==> config.mk <==
export PLATFORM = sky130hd
export DESIGN_NAME = movement
export DESIGN_NICKNAME = d
export VERILOG_FILES = /design/src/rtl/movement.sv
export SDC_FILE = /design/constraint.sdc
export NUM_CORES = 1
export LEC_CHECK = 0
export ABC_AREA = 1
export CAP_MARGIN = 40
export CORE_MARGIN = 2
export CORE_UTILIZATION = 45
export DETAILED_ROUTE_END_ITERATION = 10
export PLACE_DENSITY = 0.66
export SLEW_MARGIN = 20
export SYNTH_ARGS = -nofsm -noshare
export SYNTH_HDL_FRONTEND = slang
export SYNTH_SLANG_ARGS = --single-unit
export TNS_END_PERCENT = 5
==> constraint.sdc <==
create_clock -name CLK -period 2.5 [get_ports CLK]
set_input_delay 0.5 -clock CLK [delete_from_list [all_inputs] [get_ports CLK]]
set_output_delay 0.5 -clock CLK [all_outputs]
set_load 0.01 [all_outputs]
==> src/rtl/movement.sv <==
// Motion and door controller for a 3-floor elevator using a SCAN service policy.
// Optional macro DOOR_HOLD_EN: a current-floor request during DOOR restarts the door timer.
module movement #(
  parameter int FLOOR_TICKS = 2,
  parameter int DOOR_TICKS  = 3
) (
  input  logic       CLK,
  input  logic       RST,
  input  logic       My_Clock,
  input  logic [2:0] interior_panel,
  input  logic [2:0] exterior_panel,
  output logic [1:0] engine,
  output logic [2:0] doors
);

  typedef enum logic [1:0] {
    S_IDLE = 2'd0,
    S_UP   = 2'd1,
    S_DOWN = 2'd2,
    S_DOOR = 2'd3
  } state_t;

  localparam logic [1:0] ENG_STOP = 2'b00;
  localparam logic [1:0] ENG_UP   = 2'b01;
  localparam logic [1:0] ENG_DOWN = 2'b10;
  localparam int MAX_T = (FLOOR_TICKS > DOOR_TICKS) ? FLOOR_TICKS : DOOR_TICKS;
  localparam int CW    = $clog2(MAX_T + 1);

  function automatic logic [2:0] onehot(input logic [1:0] f);
    case (f)
      2'd0:    onehot = 3'b001;
      2'd1:    onehot = 3'b010;
      2'd2:    onehot = 3'b100;
      default: onehot = 3'b000;
    endcase
  endfunction

  function automatic logic [2:0] above_mask(input logic [1:0] f);
    case (f)
      2'd0:    above_mask = 3'b110;
      2'd1:    above_mask = 3'b100;
      default: above_mask = 3'b000;
    endcase
  endfunction

  function automatic logic [2:0] below_mask(input logic [1:0] f);
    case (f)
      2'd1:    below_mask = 3'b001;
      2'd2:    below_mask = 3'b011;
      default: below_mask = 3'b000;
    endcase
  endfunction

  state_t          state_q, state_d;
  logic [1:0]      floor_q, floor_d;
  logic [2:0]      pending_q, pending_d;
  logic [CW-1:0]   cnt_q, cnt_d;
  logic            last_up_q, last_up_d;
  logic [1:0]      engine_q, engine_d;
  logic [2:0]      doors_q, doors_d;

  logic [2:0]      req_s, pend_all_s, here_s, arr_hot_s;
  logic [1:0]      arr_floor_s;
  logic [CW-1:0]   cnt_inc_s;
  logic            has_above_s, has_below_s, go_up_s, go_down_s, beyond_s;

  // Request merge and direction decision terms
  always_comb begin
    req_s       = interior_panel | exterior_panel;
    pend_all_s  = pending_q | req_s;
    here_s      = onehot(floor_q);
    cnt_inc_s   = cnt_q + {{(CW-1){1'b0}}, 1'b1};
    has_above_s = |(pend_all_s & above_mask(floor_q));
    has_below_s = |(pend_all_s & below_mask(floor_q));
    go_up_s     = has_above_s && (last_up_q || !has_below_s);
    go_down_s   = has_below_s && !go_up_s;
    if (state_q == S_DOWN) begin
      arr_floor_s = floor_q - 2'd1;
      beyond_s    = |(pend_all_s & below_mask(arr_floor_s));
    end else begin
      arr_floor_s = floor_q + 2'd1;
      beyond_s    = |(pend_all_s & above_mask(arr_floor_s));
    end
    arr_hot_s = onehot(arr_floor_s);
  end

  // Next-state logic; without a My_Clock tick everything but request capture holds
  always_comb begin
    state_d   = state_q;
    floor_d   = floor_q;
    pending_d = pend_all_s;
    cnt_d     = cnt_q;
    last_up_d = last_up_q;
    engine_d  = engine_q;
    doors_d   = doors_q;
    case (state_q)
      S_IDLE: begin
        if (!My_Clock) begin
          state_d = S_IDLE;
        end else if (|(pend_all_s & here_s)) begin
          state_d   = S_DOOR;
          pending_d = pend_all_s & ~here_s;
          doors_d   = here_s;
          engine_d  = ENG_STOP;
          cnt_d     = '0;
        end else if (go_up_s) begin
          state_d   = S_UP;
          engine_d  = ENG_UP;
          last_up_d = 1'b1;
          cnt_d     = '0;
        end else if (go_down_s) begin
          state_d   = S_DOWN;
          engine_d  = ENG_DOWN;
          last_up_d = 1'b0;
          cnt_d     = '0;
        end else begin
          state_d = S_IDLE;
        end
      end
      S_UP, S_DOWN: begin
        if (!My_Clock) begin
          cnt_d = cnt_q;
        end else if (cnt_inc_s == CW'(FLOOR_TICKS)) begin
          floor_d = arr_floor_s;
          cnt_d   = '0;
          if (|(pend_all_s & arr_hot_s)) begin
            state_d   = S_DOOR;
            pending_d = pend_all_s & ~arr_hot_s;
            engine_d  = ENG_STOP;
            doors_d   = arr_hot_s;
          end else if (beyond_s) begin
            state_d = state_q;
          end else begin
            state_d  = S_IDLE;
            engine_d = ENG_STOP;
          end
        end else begin
          cnt_d = cnt_inc_s;
        end
      end
      S_DOOR: begin
        // A press for the open floor is swallowed rather than queued for a reopen
        pending_d = pend_all_s & ~here_s;
`ifdef DOOR_HOLD_EN
        if (|(req_s & here_s)) begin
          cnt_d = '0;
        end else
`endif
        if (!My_Clock) begin
          cnt_d = cnt_q;
        end else if (cnt_inc_s == CW'(DOOR_TICKS)) begin
          state_d = S_IDLE;
          doors_d = 3'b000;
          cnt_d   = '0;
        end else begin
          cnt_d = cnt_inc_s;
        end
      end
      default: begin
        state_d  = S_IDLE;
        engine_d = ENG_STOP;
        doors_d  = 3'b000;
        cnt_d    = '0;
      end
    endcase
  end

  // State and output registers with synchronous reset
  always_ff @(posedge CLK) begin
    if (RST) begin
      state_q   <= S_IDLE;
      floor_q   <= 2'd0;
      pending_q <= 3'b000;
      cnt_q     <= '0;
      last_up_q <= 1'b1;
      engine_q  <= ENG_STOP;
      doors_q   <= 3'b000;
    end else begin
      state_q   <= state_d;
      floor_q   <= floor_d;
      pending_q <= pending_d;
      cnt_q     <= cnt_d;
      last_up_q <= last_up_d;
      engine_q  <= engine_d;
      doors_q   <= doors_d;
    end
  end

  assign engine = engine_q;
  assign doors  = doors_q;

endmodule

# After elaboration in Yosys (flattened, before gate mapping)

Cells that the tools add are included.

Add/sub/neg operators: 3
Equality and inequality tests: 21
Bitwise operators: 13
Reductions and logical operators: 24
Muxes and demuxes: 54

Operators by type and width:

| cell                                                                  | count |
|---|---|
| 2-bit 2-to-1 mux                                                      | 26 |
| 3-bit 2-to-1 mux                                                      | 14 |
| 3-bit case mux with 3 select lines                                    | 4 |
| 3-bit bitwise AND                                                     | 8 |
| 3-bit OR reduction                                                    | 6 |
| 2-bit equality test, second input constant                            | 7 |
| 2-bit inequality test, second input constant                          | 7 |
| 2-bit case mux with 2 select lines                                    | 3 |
| 2-bit case mux with 3 select lines                                    | 2 |
| 3-bit case mux with 2 select lines                                    | 2 |
| 2-bit by 1-bit equality test with 1-bit output, second input constant | 5 |
| 2-bit logical NOT                                                     | 4 |
| 4-bit AND reduction                                                   | 2 |
| 7-bit AND reduction                                                   | 1 |
| 3-bit inverter                                                        | 2 |
| 3-bit OR                                                              | 2 |
| 6-bit AND reduction                                                   | 1 |
| 5-bit AND reduction                                                   | 1 |
| 2-bit by 1-bit adder with 2-bit output, second input constant         | 2 |
| 4-bit inequality test, second input constant                          | 1 |
| 2-bit nonzero test                                                    | 2 |
| 1-bit 2-to-1 mux                                                      | 3 |
| 3-bit inequality test, second input constant                          | 1 |
| 3-bit AND reduction                                                   | 1 |
| other kinds (6)                                                       | 8 |

Input port bits: 9
Register bits: 15

# Logic depth before layout (Yosys ltp)

Gate-level depths: netlist (run 1).

Word-level depth: 14
Depth in mapped cells: 14

# Least setup slack after synthesis (run 1)

OpenSTA, ideal clock, no wires.

Kind: reg2reg
Start: register floor_q[0]
End: register doors_q[0], in the netlist doors[0]
Required time: 2387 ps
Setup slack: 738 ps
Stages on the path, launching flop included: 14
Setup time: 113 ps
Arrival time: 1649 ps
Clock period less this slack: 1762 ps
Path through: dfxtp_1 > inv_1 > ha_1 > inv_2 > nand2_2 > nand2_2 > nand2_2 > nor2_4 > nor2_4 > nand2_1 > nand2_2 > inv_2 > nor2_1 > nor2_1

Word-level cells in the longest chain between the ends: 8

Ends and longest elaborated chain:

| item                                                                                                  | line     | text |
|---|---|---|
| start, declared                                                                                       | 55       | `logic [1:0] floor_q, floor_d;` |
| start signal, assigned                                                                                | 180      | `floor_q <= floor_d;` |
| 2-bit by 1-bit adder with 2-bit output or 2-bit by 1-bit subtractor with 2-bit output (tied branches) | 81, 78   |  |
| 2-bit 2-to-1 mux                                                                                      | 77       | `if (state_q == S_DOWN) begin` |
| 2-bit equality test (tied with other cells)                                                           | 30       | `case (f)` |
| 3-bit case mux with 3 select lines                                                                    | 30       |  |
| 3-bit bitwise AND or 3-bit 2-to-1 mux (tied branches)                                                 | 126      | `if (\|(pend_all_s & arr_hot_s)) begin` |
| 3-bit OR reduction or 3-bit 2-to-1 mux (tied branches)                                                | 126, 123 |  |
| 2-bit inequality test (no source line) or 3-bit 2-to-1 mux (tied branches)                            | -        |  |
| 7-bit AND reduction (no source line) or 3-bit case mux with 3 select lines (tied branches)            | -        |  |
| end signal, assigned                                                                                  | 185      | `doors_q <= doors_d;` |
| end, declared                                                                                         | 60       | `logic [2:0] doors_q, doors_d;` |

Parallel ways exist; a longest one is shown, timed or not. The select of a mux whose other input is x is not followed.
A chain may end at the register's enable or synchronous reset.

# Final worst setup path (run 1)

Same ends and word-level chain as after synthesis.

==> results of run 1 <==
[logic make-up (layout without fill, tap and decap cells)]
logic type / count (synthesis) / in the layout / share of synthesized area (%)
simple gates: 106 / 106 / 39.2
buf+inv: 36 / 49 / 11.6
fa+ha+maj: 11 / 11 / 10.6
compound gates: 36 / 36 / 15.4
flops: 15 / 15 / 23.2
[per-layer routing]
layer	routed length, um	part of all wire, %	GRT usage [%]	vias to the layer above
li1	-	-	-	676
met1	1400	47	26.0	554
met2	1380	46	30.8	37
met3	144	4.8	2.90	7
met4	53	1.8	8.31	0
met5	0	0	0	-
[state kept, by name (all words and copies together) (netlist names)]
name       flops
floor_q        2
pending_q      3
state_q        2
last_up_q      1
cnt_q          2
engine         2
doors          3
[power by group through the flow]
stage                     clock, W  combinational, W  sequential (W)
after detailed placement         0           0.00105        0.000369
after global routing      0.000168           0.00119        0.000371
after CTS                 0.000155           0.00105        0.000363
after global placement           0           0.00103        0.000365
final                     0.000150           0.00105        0.000363
after floorplan                  0          0.000823        0.000376
[final timing paths]
kind	endpoint	from	cells after the start
setup / recovery	doors[0]	floor_q[0]	13
hold / removal	engine[1]	engine[1]	2
setup reg to reg	doors[0]	floor_q[0]	13
hold reg to reg	engine[1]	engine[1]	2
[per-stage QoR]
step           setup slack (ps)  utilization [%]  cell area, um^2
4_1_cts                     485             53.4             1460
6_report                    481             53.4             1460
3_5_place_dp                422             52.4             1430
5_1_grt                     273             53.4             1460
2_1_floorplan               738                -             1290
3_3_place_gp                423             52.4             1430
[critical path: cells and delay by family, from the launching register on]
family                   cells  cell delay, ps
adder cells (fa/ha/maj)      1             410
buffers and inverters        3             290
flip-flops                   1             460
AND/OR/NAND/NOR              9             760
[layout make-up]
| type | instances | area [um^2] |
|---|---|---|
| multi-input combinational | 153 | 843 |
| sequential | 15 | 300 |
| fill | 280 | 1270 |
| clock inverter | 1 | 5.00 |
| inverter | 32 | 120 |
| tap | 31 | 38.8 |
| timing repair buffer | 13 | 130 |
| clock buffer | 3 | 22.5 |
[cells in the final DEF (no fill, tap or decap), types with 2 or more instances in the layout]
| cell type | instances |
|---|---|
| o22ai_1 | 3 |
| nand3_1 | 6 |
| nor2_4 | 2 |
| nor2_2 | 2 |
| nand2_2 | 11 |
| o21ai_1 | 6 |
| ha_1 | 11 |
| clkdlybuf4s50_1 | 13 |
| nand2_1 | 51 |
| nand3_4 | 2 |
| a21oi_1 | 13 |
| o21ai_0 | 9 |
| dfxtp_1 | 15 |
| nand4_1 | 3 |
| nor3_1 | 2 |
| inv_1 | 27 |
| o211ai_1 | 2 |
| clkbuf_4 | 3 |
| nor2_1 | 24 |
| inv_2 | 4 |
==> metrics.txt, run 1 <==
drt wl/cell 12.0 um; Mapped Cells ~200; Crit path largest cell delay around 460 ps; routed vias/inst 5.14; type of the worst setup path register to register; number of synthesized register bits 15; RePlAce Congestion 0.902; crit path max fanout 7; Sinks on Clock Net 15; Initial DRC Count 63; Switching Fraction 50.7%; fin cells roughly 250; share of cells above drive strength 1 12.4%; Post-synth ARST share 0%; RSZ-0062 raised after global routing no; vias in the first global route 1154; register share of total power 23.2%; Fin. Hold Viols 0; synth warn 0; Clk Tree Root Cell clkbuf_4; # hold bufs at CTS 0; Slew @ Worst Pin approximately 410 ps; Pins Over Slew Limit 0; Pwr Total 0.00156 W; total grt overflow 0; n_diodes 0; top post-synthesis cells by area dfxtp_1, nand2_1, ha_1, inv_1, nor2_1; switching component of the power just under 0.0008 W; Die Ht 57.6 um; synthesized area 1290 um^2; Seq/Total Area, Yosys 23.2%; first-pass GRT wire length 5.08 mm; VDD IR max 0.000630 V; Setup crit start kind register; FP Rows 19; Yosys top cell by area dfxtp_1; cell area power density 1070 nW/um^2; most frequent cells after synthesis nand2_1, inv_1, nor2_1; outcome finished clean; I/O pins 14; Post-Route Setup TNS 0 ps; clock share of power 9.6%; cell with the most instances after synthesis nand2_1; I/O Buffers 13; antenna viol nets, final 0; Synth top area share ~23%; crit-path cells inv_1 > ha_1 > inv_2 > nand2_2 > nand2_2 > nand2_2 > nor2_4 > nor2_4 > nand2_1 > nand2_2 > inv_2 > nor2_1 > nor2_1; required time of the worst setup path 2710 ps; Die Span X 57.6 um; fmax 495 MHz; Post-CTS Setup Inserts 0; Yosys cell types 29; Clock H-tree levels 1; Setup crit end kind register; Area growth syn-to-layout 12.9%; combinational power share between 60% and 70%; Post-CTS Resized 0; die area 3320 um^2; Final nets 238; hold slack between 400 and 500 ps; Clock Latency Late Sink roughly 300 ps; Placed Cells 244; Max-Slew Margin vs Limit 72.3%; syn_nets 224; gr usage total 19.3%; worst reg2reg setup slack 480 ps; min-delay worst type register to register; Post-synth EDFFs 0; Pint 0.000772 W; Vias 1274; Final min period 2020 ps; final WL 2.98 mm; Initial Utilization roughly 47%; initial antenna violation count 0; LEAKAGE around 0.7 nW; max_cap viols 0; Worst-path clk slew 110 ps; syn avg cell area around 6.3 um^2; ys flop type dfxtp_1; CTS tree built; Core Area 2730 um^2; placed wire-length estimate 2.36 mm; CTS Buf Count 3; Final Setup Violations 0; Final period util 80.8%; CP arrival between 2000 and 2500 ps; CTS max path bufs 2; Worst Skew 10.3 ps; drc violations 0; cell mode on critical path nand2_2; CP max-delay cell dfxtp_1; largest net degree at the start of global routing 15; Pre-antenna DRT Iters 4
Note: power is estimated with default switching activity, not from simulation.
==> run 2, diff against run 1 <==
PLACE_DENSITY = 0.68   (was 0.66)
clock period = 1.78 ns   (was 2.5 ns; I/O delays follow)
==> run 2 against run 1 <==
Net effect: critical path depth fell by 3; utilization rose by 6.0 points; largest power group unchanged; first-iteration DRC count fell by 9.5%; clock-buffer cell count did not move; via count rose by 6.5%; combinational power rose by 59%; flip-flop and latch count did not move; power rose by 53%; global-route usage rose by 1.0 points; routed wire length rose by 3.7%; critical path type unchanged.
==> metrics.txt, run 2 (synthesis results as in run 1) <==
worst reg2reg path depth 10; Slew @ Worst Pin 431 ps; RSZ-0062 raised after global routing yes; Fin. Hold Viols 0; VDD IR max between 0.0009 and 0.001 V; I/O Buffers 13; Clock H-tree levels 1; FP Rows 19; largest net degree at the start of global routing 15; placed wire-length estimate between 2 and 2.5 mm; RePlAce Congestion 0.928; cell area power density ~1500 nW/um^2; die area between 3000 and 4000 um^2; Initial DRC Count 57; Initial Utilization 47.3%; critical path depth in cells 10; hold slack 486 ps; Die Ht 57.6 um; gr usage total 20.4%; antenna viol nets, final 0; CTS max path bufs 2; CTS tree built; Final nets 254; LEAKAGE 0.788 nW; outcome finished clean; min-delay worst type register to register; Final min period 1650 ps; pre-CTS setup slack -162 ps; Worst Skew 6.81 ps; WHS Path Cells 2; Sinks on Clock Net 15; crit-path cells buf_4 > ha_1 > or2_1 > nand2_1 > nand2_1 > nor2_2 > nand2_1 > nand2_2 > o21ai_1 > a21oi_1; Crit path largest cell delay 330 ps; CP arrival between 1500 and 2000 ps; CP max-delay cell dfxtp_2; Area growth syn-to-layout 25.6%; most common cell after layout, fill and taps aside nand2_1; Setup crit start kind register; vias in the first global route 1290; Final period util between 90% and 100%; cell mode on critical path nand2_1; fmax between 600 and 700 MHz; Worst-path clk slew approximately 110 ps; Die Span X 57.6 um; Pre-antenna DRT Iters 4; n_diodes 0; type of the worst setup path register to register; CTS Buf Count 3; Setup WS post-layout 127 ps; max_cap viols 0; Max-Slew Margin vs Limit 71.2%; routed vias/inst 5.14; Clock Latency Late Sink 290 ps; crit path max fanout 6; Pins Over Slew Limit 0; Clk Tree Root Cell clkbuf_4; share of cells above drive strength 1 24.5%; Setup crit end kind register; top cell family by delay on the critical path simple AND/OR/NAND/NOR gates; Final Setup Violations 0; total grt overflow 0; drt wl/cell 11.7 um; Critical path buffers and inverters 1; required time of the worst setup path 2000 ps; final WL 3.09 mm; first-pass GRT wire length 5.33 mm; # hold bufs at CTS 0; most frequent cells in the layout nand2_1, inv_1, nor2_1; I/O pins 14; initial antenna violation count 0; Core Area 2730 um^2; drc violations 0; Vias 1357
-- run 2: cell count changes in the layout (fill, tap and decap cells not counted), moves of 3 or more --
| cell | change |
|---|---|
| buf_4 | +16 |
| ha_2 | +3 |
| dfxtp_1 | -4 |
| inv_2 | +3 |
| ha_1 | -4 |
| dfxtp_2 | +4 |
-- run 2: power breakdown --
part | switching (W) | internal (W)
registers | 0.0000554 | 0.000453
clock network | 0.000126 | 0.0000836
logic | 0.000982 | 0.000691
total | 0.00116 | 0.00123
-- run 2: worst reg2reg max path: cells and delay by family (launching register included) --
family,cells,cell delay (ps)
AOI/OAI and AO/OA,2,210
adders and majority gates,1,190
buffers and inverters,1,150
DFF,1,330
and+or+nand+nor,6,710
-- run 2: final cells by class --
class / instances / area [um^2]
inverters: 32 / 120
well taps: 31 / 38.8
fillers: 267 / 1110
clock buffers: 3 / 22.5
repair buffers: 29 / 250
flip-flops and latches: 15 / 305
clock inverters: 1 / 5.00
multi-input cells: 153 / 883
-- run 2: layer usage --
metal  vias up  track usage [%]  wire length [um]
met3         4             2.68               187
met1       608             26.0              1410
met2        43             34.4              1460
met5         -                0                 0
li1        702                -                 -
met4         0             8.64                31
-- run 2: metrics by stage --
stage          TNS (ps)  power (W)  cells  utilization (%)  cell area (um^2)
2_1_floorplan         0    0.00168    204                -              1290
3_3_place_gp       -592    0.00207    259             56.5              1550
3_5_place_dp       -833    0.00211    259             56.5              1550
4_1_cts               0    0.00234    263             58.1              1590
5_1_grt           -7.71    0.00265    264             59.5              1630
6_report              0    0.00239    264             59.5              1630
-- run 2: worst paths after layout --
check	from	to	slack (ps)
worst max register to register	floor_q[0]	cnt_q[0]	130
worst min register to register	doors[1]	doors[1]	490
worst min-delay path	doors[1]	doors[1]	490
worst max-delay path	floor_q[0]	cnt_q[0]	130
-- run 2: what timing repair did --
action / in CTS / in global routing
gates cloned: 0 / 0
gates resized for setup: 2 / 14
setup buffers: 0 / 1
hold endpoints to repair: 0 / 0
pin swaps: 0 / 1
setup endpoints to repair: 1 / 10
==> run 3, diff against run 2 <==
CTS_BUF_LIST = sky130_fd_sc_hd__clkbuf_16   (was default)
==> run 3 against run 2 <==
Net effect: global-route usage increased by 0.37 points; sequential share of layout area is 1.0 points lower; clock power up 110%; fmax shrank 0.27%; cell area rose by 5.3%; worst hold slack got worse by 11 ps; sequential power rose by 1%.
==> metrics.txt, run 3 (synthesis results as in run 1) <==
outcome finished clean; multi-input logic area 918 um^2; gr usage total between 20% and 30%; required time of the worst setup path 1920 ps; most common cell after layout, fill and taps aside nand2_1; clock share of power 16.6%; Crit path largest cell delay approximately 320 ps; Clock H-tree levels 1; share of cells above drive strength 1 25.8%; final instance area 1710 um^2; Pins Over Slew Limit 0; total grt overflow 0; n_diodes 0; Final period util between 90 and 100%; min-delay worst type register to register; Placed Area roughly 1500 um^2; Register Area 304 um^2; Core Area 2730 um^2; cell area power density 1580 nW/um^2; Sinks on Clock Net 15; most frequent cells in the layout nand2_1, inv_1, nor2_1; crit-path cells inv_1 > ha_4 > inv_2 > nand2_2 > nand2_4 > nand3_1 > nand2_2 > nor2_4 > nand2_1 > nand2_2 > inv_2 > nor2_1 > nor2_1; register share of total power 19.1%; switching component of the power 0.00123 W; Initial DRC Count 58; Die Span X between 50 and 60 um; antenna viol nets, final 0; Post-Route Utilization about 63%; Final Setup Violations 0; Fin. Hold Viols 0; cell mode on critical path nand2_2; I/O Buffers 13; Switching Fraction 45.5%; RSZ-0062 raised after global routing no; largest net degree at the start of global routing 15; Pint 0.00147 W; Max-Slew Margin vs Limit 70.4%; type of the worst setup path register to register; die area 3320 um^2; Clk Tree Root Cell clkbuf_16; Vias 1350; I/O pins 14; Area growth syn-to-layout 32.3%; CTS max path bufs 2; FP Rows 19; Setup WS post-layout 122 ps; routed vias/inst 5.11; Clock Latency Late Sink 250 ps; final WL 3.14 mm; top cell family by delay on the critical path simple AND/OR/NAND/NOR gates; Initial Utilization between 40% and 50%; pre-CTS setup slack -162 ps; Die Ht a little under 60 um; Placed Cells 259; RePlAce Congestion 0.928; Final min period 1660 ps; drc violations 0; CTS tree built; Worst-path clk slew about 50 ps; max_cap viols 0; placed wire-length estimate ~2.4 mm; drt wl/cell 11.9 um; initial antenna violation count 0; CP max-delay cell dfxtp_2; vias in the first global route ~1300; Filler cells 251; CTS Buf Count 3; fin cells 264; Final nets approximately 250; VDD IR max 0.00106 V; Slew @ Worst Pin 444 ps; Setup crit start kind register; LEAKAGE 0.818 nW; # hold bufs at CTS 0; fmax a little over 600 MHz; Setup crit end kind register; combinational power share around 64%; Worst Skew roughly 3.4 ps; Critical path buffers and inverters 3; Pre-antenna DRT Iters 4; crit path max fanout 5; CP arrival between 1500 and 2000 ps; first-pass GRT wire length 5.44 mm
run 3: cell types whose count changed in the layout (fill, tap and decap cells not counted), moves of 2 or more:
| cell | previous run | this run |
|---|---|---|
| nand2_1 | 50 | 47 |
| nand2_2 | 10 | 13 |
| ha_4 | 1 | 3 |
| ha_2 | 3 | 0 |
| clkbuf_4 | 3 | 0 |
| nor2_1 | 23 | 21 |
| clkbuf_16 | 0 | 3 |
run 3: power by group through the flow:
stage | logic, W | registers, W | clock network [W]
after floorplan | 0.00116 | 0.000529 | 0
after global placement | 0.00156 | 0.000507 | 0
after detailed placement | 0.00159 | 0.000513 | 0
after CTS | 0.00160 | 0.000507 | 0.000459
after global routing | 0.00195 | 0.000533 | 0.000467
final | 0.00174 | 0.000515 | 0.000449
run 3: path summary, 6_finish.rpt:
kind / startpoint / end / slack [ps] / cells past startpoint
worst max-delay path: floor_q[0] / doors[0] / 120 / 13
worst min-delay path: doors[1] / doors[1] / 470 / 2
worst min register to register: doors[1] / doors[1] / 470 / 2
worst max register to register: floor_q[0] / doors[0] / 120 / 13
run 3: tightest hold or removal path, cell delays in order, from the launching register on:
cell     delay [ps]
dfxtp_1         320
nor2_1           40
nor2_1           80
run 3: repair_timing:
item,in CTS,in global routing
setup buffers,0,1
resized for setup,1,22
pin swaps,0,2
setup endpoints to repair,1,10
run 3: stage by stage:
stage / TNS, ps / hold WS [ps] / power (W)
6_report: 0 / 475 / 0.00270
5_1_grt: 0 / 526 / 0.00295
4_1_cts: 0 / 482 / 0.00257
3_5_place_dp: -833 / 470 / 0.00211
3_3_place_gp: -592 / 465 / 0.00207
2_1_floorplan: 0 / 451 / 0.00168
run 3: area by class of cell:
cell class	count	share of cell area [%]
Multi-Input combinational cell	153	53.7
Sequential cell	15	17.8
Timing Repair Buffer	29	14.6
Inverter	32	7.02
Clock buffer	3	4.39
Tap cell	31	2.27
Clock inverter	1	0.292
run 3: layer usage:
metal / vias to the layer above / wire length, um / global-route usage [%]
li1: 703 / - / -
met1: 601 / 1470 / 26.4
met2: 37 / 1450 / 34.9
met3: 9 / 158 / 2.68
met4: 0 / 63 / 9.30
met5: - / 0 / 0
